==> src/rtl/hxm_event_sequencer.sv <==
// -----------------------------------------------------------------------------
// hxm_event_sequencer
//
// Sequences the hxmpp hit memory through one event at a time:
//   CLEAR -> WRITE -> READ -> DRAIN -> DONE -> CLEAR ...
//
// CLEAR : hxm_reset is held high for CLEAR_CYCLES cycles, then hit_count is
//         zeroed and the hit stream is opened.
// WRITE : every accepted hit is written to hxmpp on the following cycle. The
//         word carrying hit_last is written too, then the sequencer moves to
//         READ. An empty event is a single hit_valid & hit_last word.
// READ  : every accepted request issues an hxmpp read on the following cycle.
//         At most MAX_OUTSTANDING reads may be waiting for readFinished. The
//         request carrying req_last moves the sequencer to DRAIN.
// DRAIN : no new requests. Waits until every issued read has completed.
// DONE  : one-cycle event_done pulse, event_id increments, back to CLEAR.
//
// Handshakes: a word moves when valid and ready are both high on a rising
// clock edge. ready is a registered output that never depends on valid in the
// same cycle. When ready is low the source holds its word; nothing is dropped.
//
// Ports:
//   clk, reset            system clock; synchronous active-high reset
//   hit_valid/ready       hit stream handshake
//   hit_ssid/info/last    hit payload; hit_last marks the final hit of event
//   req_valid/ready       road-readout request handshake
//   req_ssid/last         request payload; req_last marks the final request
//   hxm_reset             hxmpp reset strobe
//   hxm_write(+ssid/info) hxmpp write strobe and write data
//   hxm_read(+ssid)       hxmpp read strobe and read SSID
//   hxm_read_finished     hxmpp readFinished, one pulse per completed read
//   event_done            one-cycle pulse when an event is fully drained
//   event_id              completed-event counter, wraps
//   hit_count             hits written in the current event, saturates
//   outstanding           reads issued and not yet finished
//   err_underflow         sticky: readFinished seen with nothing in flight
//   dbg_state             current sequencer state (CLEAR=0, WRITE=1, READ=2,
//                         DRAIN=3, DONE=4)
//
// All outputs are registers.
// -----------------------------------------------------------------------------
module hxm_event_sequencer #(
  parameter int SSID_W          = 12,
  parameter int HITINFO_W       = 16,
  parameter int CLEAR_CYCLES    = 4,
  parameter int MAX_OUTSTANDING = 4,
  parameter int CNT_W           = 16,
  localparam int OUT_W          = $clog2(MAX_OUTSTANDING + 1)
) (
  input  logic                 clk,
  input  logic                 reset,

  input  logic                 hit_valid,
  output logic                 hit_ready,
  input  logic [SSID_W-1:0]    hit_ssid,
  input  logic [HITINFO_W-1:0] hit_info,
  input  logic                 hit_last,

  input  logic                 req_valid,
  output logic                 req_ready,
  input  logic [SSID_W-1:0]    req_ssid,
  input  logic                 req_last,

  output logic                 hxm_reset,
  output logic                 hxm_write,
  output logic [SSID_W-1:0]    hxm_write_ssid,
  output logic [HITINFO_W-1:0] hxm_write_hitinfo,
  output logic                 hxm_read,
  output logic [SSID_W-1:0]    hxm_read_ssid,
  input  logic                 hxm_read_finished,

  output logic                 event_done,
  output logic [CNT_W-1:0]     event_id,
  output logic [CNT_W-1:0]     hit_count,
  output logic [OUT_W-1:0]     outstanding,
  output logic                 err_underflow,
  output logic [2:0]           dbg_state
);

  typedef enum logic [2:0] {
    ST_CLEAR = 3'd0,
    ST_WRITE = 3'd1,
    ST_READ  = 3'd2,
    ST_DRAIN = 3'd3,
    ST_DONE  = 3'd4
  } state_t;

  // clear_cnt runs 0 .. CLEAR_CYCLES-1 while hxm_reset is high.
  localparam int               CLR_W    = (CLEAR_CYCLES > 1) ? $clog2(CLEAR_CYCLES) : 1;
  localparam logic [CLR_W-1:0] CLR_LAST = CLR_W'(CLEAR_CYCLES - 1);
  localparam logic [OUT_W-1:0] OUT_MAX  = OUT_W'(MAX_OUTSTANDING);
  localparam logic [CNT_W-1:0] CNT_SAT  = {CNT_W{1'b1}};

  state_t               state;
  state_t               state_d;
  logic [CLR_W-1:0]     clear_cnt;
  logic [CLR_W-1:0]     clear_cnt_d;

  logic                 hit_acc;
  logic                 req_acc;

  logic                 hit_ready_d;
  logic                 req_ready_d;
  logic                 hxm_reset_d;
  logic                 hxm_write_d;
  logic [SSID_W-1:0]    hxm_write_ssid_d;
  logic [HITINFO_W-1:0] hxm_write_hitinfo_d;
  logic                 hxm_read_d;
  logic [SSID_W-1:0]    hxm_read_ssid_d;
  logic                 event_done_d;
  logic [CNT_W-1:0]     event_id_d;
  logic [CNT_W-1:0]     hit_count_d;
  logic [OUT_W-1:0]     outstanding_d;
  logic                 err_underflow_d;

  assign dbg_state = state;

  // ready outputs are registers, so an accept is decided purely from state
  // captured on the previous edge.
  assign hit_acc = hit_valid & hit_ready;
  assign req_acc = req_valid & req_ready;

  // ---------------------------------------------------------------------------
  // Next-state and next-output logic
  // ---------------------------------------------------------------------------
  always_comb begin
    state_d             = state;
    clear_cnt_d         = clear_cnt;
    outstanding_d       = outstanding;
    err_underflow_d     = err_underflow;
    hit_count_d         = hit_count;
    event_id_d          = event_id;
    hxm_write_d         = hit_acc;
    hxm_write_ssid_d    = hxm_write_ssid;
    hxm_write_hitinfo_d = hxm_write_hitinfo;
    hxm_read_d          = req_acc;
    hxm_read_ssid_d     = hxm_read_ssid;

    // Read-in-flight accounting. An accept and a completion in the same cycle
    // cancel. A completion with nothing in flight is flagged, never wrapped.
    if (req_acc && !hxm_read_finished) begin
      outstanding_d = outstanding + OUT_W'(1);
    end else if (!req_acc && hxm_read_finished) begin
      if (outstanding == '0) begin
        err_underflow_d = 1'b1;
      end else begin
        outstanding_d = outstanding - OUT_W'(1);
      end
    end

    if (hit_acc) begin
      hxm_write_ssid_d    = hit_ssid;
      hxm_write_hitinfo_d = hit_info;
      if (hit_count != CNT_SAT) begin
        hit_count_d = hit_count + CNT_W'(1);
      end
    end

    if (req_acc) begin
      hxm_read_ssid_d = req_ssid;
    end

    case (state)
      ST_CLEAR: begin
        if (clear_cnt == CLR_LAST) begin
          state_d     = ST_WRITE;
          hit_count_d = '0;
        end else begin
          clear_cnt_d = clear_cnt + CLR_W'(1);
        end
      end
      ST_WRITE: begin
        if (hit_acc && hit_last) begin
          state_d = ST_READ;
        end
      end
      ST_READ: begin
        if (req_acc && req_last) begin
          state_d = ST_DRAIN;
        end
      end
      ST_DRAIN: begin
        // Judged on the updated count so a completion arriving this cycle
        // can end the event without an extra idle cycle.
        if (outstanding_d == '0) begin
          state_d    = ST_DONE;
          event_id_d = event_id + CNT_W'(1);
        end
      end
      ST_DONE: begin
        state_d     = ST_CLEAR;
        clear_cnt_d = '0;
      end
      default: begin
        state_d     = ST_CLEAR;
        clear_cnt_d = '0;
      end
    endcase

    // Registered strobes/readies follow the state being entered.
    hxm_reset_d  = (state_d == ST_CLEAR);
    hit_ready_d  = (state_d == ST_WRITE);
    req_ready_d  = (state_d == ST_READ) && (outstanding_d < OUT_MAX);
    event_done_d = (state_d == ST_DONE);
  end

  // ---------------------------------------------------------------------------
  // State and output registers
  // ---------------------------------------------------------------------------
  always_ff @(posedge clk) begin
    if (reset) begin
      state             <= ST_CLEAR;
      clear_cnt         <= '0;
      hxm_reset         <= 1'b1;
      hit_ready         <= 1'b0;
      req_ready         <= 1'b0;
      hxm_write         <= 1'b0;
      hxm_write_ssid    <= '0;
      hxm_write_hitinfo <= '0;
      hxm_read          <= 1'b0;
      hxm_read_ssid     <= '0;
      event_done        <= 1'b0;
      event_id          <= '0;
      hit_count         <= '0;
      outstanding       <= '0;
      err_underflow     <= 1'b0;
    end else begin
      state             <= state_d;
      clear_cnt         <= clear_cnt_d;
      hxm_reset         <= hxm_reset_d;
      hit_ready         <= hit_ready_d;
      req_ready         <= req_ready_d;
      hxm_write         <= hxm_write_d;
      hxm_write_ssid    <= hxm_write_ssid_d;
      hxm_write_hitinfo <= hxm_write_hitinfo_d;
      hxm_read          <= hxm_read_d;
      hxm_read_ssid     <= hxm_read_ssid_d;
      event_done        <= event_done_d;
      event_id          <= event_id_d;
      hit_count         <= hit_count_d;
      outstanding       <= outstanding_d;
      err_underflow     <= err_underflow_d;
    end
  end

endmodule

==> config.mk <==
export PLATFORM = sky130hd
export DESIGN_NAME = hxm_event_sequencer
export DESIGN_NICKNAME = d
export VERILOG_FILES = /design/src/rtl/hxm_event_sequencer.sv
export SDC_FILE = /design/constraint.sdc
export NUM_CORES = 1
export LEC_CHECK = 0
export BUFFER_PORTS_ARGS = -buffer_cell sky130_fd_sc_hd__buf_4
export CORE_MARGIN = 5
export CORE_UTILIZATION = 49
export DETAILED_ROUTE_END_ITERATION = 10
export GPL_TIMING_DRIVEN = 1
export MAX_ROUTING_LAYER = met4
export PLACE_DENSITY_LB_ADDON = 0.2
export SKIP_LAST_GASP = 1
export SYNTH_ARGS = -nofsm -noshare
export SYNTH_HDL_FRONTEND = slang
export SYNTH_SLANG_ARGS = --single-unit
==> constraint.sdc <==
create_clock -name clk -period 2.75 [get_ports clk]
set_input_delay 0 -clock clk [delete_from_list [all_inputs] [get_ports clk]]
set_output_delay 0 -clock clk [all_outputs]
set_load 0.1 [all_outputs]
==> impl_metrics.toml <==
[power]
intPower_uw = 1960
pwr_density_cell_mw_per_mm2 = 549
p_clk_share_pct = 29.6
power_uw = 2920
ir_drop_mv = 0.337
power.switching_uw = 967
p_leak_uw = 0.00212
seqPwrFrac_pct = 46.3
switching_share_pct = 33.1
combPwrFrac_pct = 24.1

[synth]
synth_top_area_share_pct = 47.3
async_reset_ff_share_pct = 0
yosys_most_used_dff = "dfxtp_1"
yosys.area.top_type = "dfxtp_1"
synth_seq_cells = 87
synth_fp_nets = 505
ys_seq_area_share_pct = 47.3
yosysWarnings = 0
synth_area_leaders = "dfxtp_1, nand2_1, a21oi_1"
synth_edf_count = 0
syn_area_sq_mm = 0.00368
synth_cell_types = 46
avgSynthCellArea_sq_um = 8.16
syn_inst = 451

[flow_run]
cap_viol_max_count = 0

[grt]
grtUsageMet3_pct = 5.68
grt_max_degree = 41
grt_overflow = 0
grt_pass1_wl_um = 16600
grt_pass1_vias = 3530
met1_usage_pct = 25.5
antenna_found_initial = 0
use_met2_pct = 35.7
gr-max-usage-layer = "met2"
track_usage_pct = 21.7

[floorplanning]
die_area_sq_mm = 0.00934
rows = 31
die_y_um = 96.7
pin_count = 132
core-area_sq_mm = 0.00729
die_x_um = 96.7
start_util_pct = 50.5

[sta]
slew_violations = 0
slew_headroom_pct = 56.2
setup_tns_ns = 0
period_minus_slack_ns = 2.41
setup_ws_ns = 0.336
setup_viol = 0
holdWs_ns = 0.0377
finalCritPeriodShare_pct = 87.8
fin_skew_ns = 0.00804
fmax_mhz = 414
rsz0062_at_grt = "false"
hold_violations = 0
tightest_slew_ns = 0.652

[clocking]
clkLatencyLatePin_ns = 0.35
cts_buffers = 9
cts_buffer_depth = 2
htree_levels = 3
cts_resized = 0
cts.clk_slew.worst_paths_ns = 0.08
clock_sinks = 87
cts_tree = "built"
root_buffer = "clkbuf_8"

[outcome]
status = "finished, final reports clean"

[drt]
avgViaCountPerCell = 5.29
drt-pass1-iter-count = 5
drc_errors = 0
wl_um = 10200
via_count = 3786
ant_nets = 0
wl_per_cell_um = 14.2
drt_iter0_markers = 152

[setup_path]
path_max_fanout = 35
setup.worst_path.end_class = "flip-flop"
cp.arrival_ns = 2.69
worstPathRequired_ns = 3.03
crit_type = "flip-flop to flip-flop"
critPathLaunchType = "flip-flop"

[hold_path]
hold_class = "input pin to flip-flop"

[cells_and_area]
areaGrowthSynthToFinish_pct = 44.9
drive_gt1_share_pct = 25.6
fin_util_pct = 73.1
num_antenna_cells = 0
final_nets = 666

[placement]
gp_congestion = 0.882
dp_slack_ns = 0.394
dp_hpwl_um = 6610
numPortBuffers = 131
-- per-stage QoR --
| step | instances | area [sq um] |
|---|---|---|
| 2_1_floorplan | 451 | 3680 |
| 3_3_place_gp | 658 | 4720 |
| 3_5_place_dp | 658 | 4720 |
| 4_1_cts | 716 | 5330 |
| 5_1_grt | 716 | 5330 |
| 6_report | 716 | 5330 |
-- final timing paths --
path / startpoint / to / slack (ns) / depth (start not counted)
max: outstanding[0]$_SDFF_PP0_ / event_id[4]$_SDFFE_PP0P_ / 0.34 / 9
min: reset / dbg_state[0]$_SDFF_PP0_ / 0.04 / 2
max reg2reg: outstanding[0]$_SDFF_PP0_ / event_id[4]$_SDFFE_PP0P_ / 0.34 / 9
min reg2reg: hxm_write_hitinfo[1]$_SDFFE_PP0P_ / hxm_write_hitinfo[1]$_SDFFE_PP0P_ / 0.46 / 2
-- registers in the layout, summed over array words and instances, names as in the netlist, 2 cells and up --
signal / flops
event_id: 16
hxm_write_ssid: 12
clear_cnt: 2
dbg_state: 3
hxm_write_hitinfo: 16
hit_count: 16
hxm_read_ssid: 12
outstanding: 3
-- metal layers --
metal / vias to the layer above / share of wire, %
met5: - / 0
met1: 1763 / 42
met2: 113 / 50
met4: 0 / 1.9
met3: 21 / 6.0
li1: 1889 / -
-- worst max-delay path: stages (launching register included) --
cell and delay [ns]:
dfxtp_2 0.39, inv_1 0.08, ha_1 0.22, ha_1 0.23, a21oi_1 0.23, mux2i_1 0.24
o211ai_2 0.11, buf_12 0.18, or4_1 0.50, a21oi_1 0.15
-- layout make-up --
cell class                 instances  area, sq um
clock buffer                      11          131
clock inverter                     5         58.8
fill                             568         1960
inverter                          10         37.5
multi-input combinational        326         1780
sequential                        87         1740
tap                               99          124
timing repair buffer             178         1450
-- cells in the mapped netlist, drive strengths merged, types with 2 or more instances --
library cell	count
xor2	2
a21oi	67
nor3	12
inv	10
and3	4
o21ai	8
nand3b	2
dfxtp	87
a31oi	3
and4	4
nor2b	2
nor2	29
and2	2
mux2i	4
nand3	13
buf	5
or2	2
o31ai	13
nand2	99
a2111oi	3
ha	7
or3	5
clkbuf	23
xnor2	10
nand4	8
or4	12
a211oi	2
-- timing repair --
| item | in CTS | in global routing |
|---|---|---|
| endpoints found under the hold margin | 43 | 0 |
| hold buffers | 42 | 0 |
| buffers inserted | 0 | 0 |
-- kinds of logic after synthesis --
group	share of synthesized area, %
simple gates	25.8
compound gates	16.0
flops	47.3
buf+inv	4.25
xor+xnor	2.86
fa+ha+maj	2.38
mux	1.39
-- power by group through the flow --
stage	combinational (uW)	clock, uW	sequential, uW
5_1_grt	749	947	1360
2_1_floorplan	218	0	1650
3_3_place_gp	645	0	1380
3_5_place_dp	654	0	1380
4_1_cts	705	887	1350
6_report	705	867	1350
-- layout by cell type, fill, tap and decap left out, types with 4 or more instances in the layout --
| cell type | netlist | routed |
|---|---|---|
| inv_1 | 10 | 10 |
| mux2i_1 | 4 | 4 |
| and3_1 | 4 | 4 |
| and4_1 | 4 | 4 |
| clkbuf_8 | 0 | 9 |
| nand2_1 | 98 | 98 |
| dlygate4sd3_1 | 0 | 42 |
| or4_1 | 12 | 12 |
| a21oi_1 | 67 | 67 |
| dfxtp_1 | 87 | 85 |
| o21ai_0 | 8 | 8 |
| xnor2_1 | 10 | 10 |
| ha_1 | 7 | 7 |
| or3_1 | 5 | 5 |
| o31ai_1 | 13 | 13 |
| nor3_1 | 12 | 12 |
| nand4_1 | 8 | 8 |
| nand3_1 | 13 | 13 |
| nor2_1 | 29 | 29 |
| buf_4 | 1 | 135 |
No activity file was read; power rests on OpenSTA's default activity.
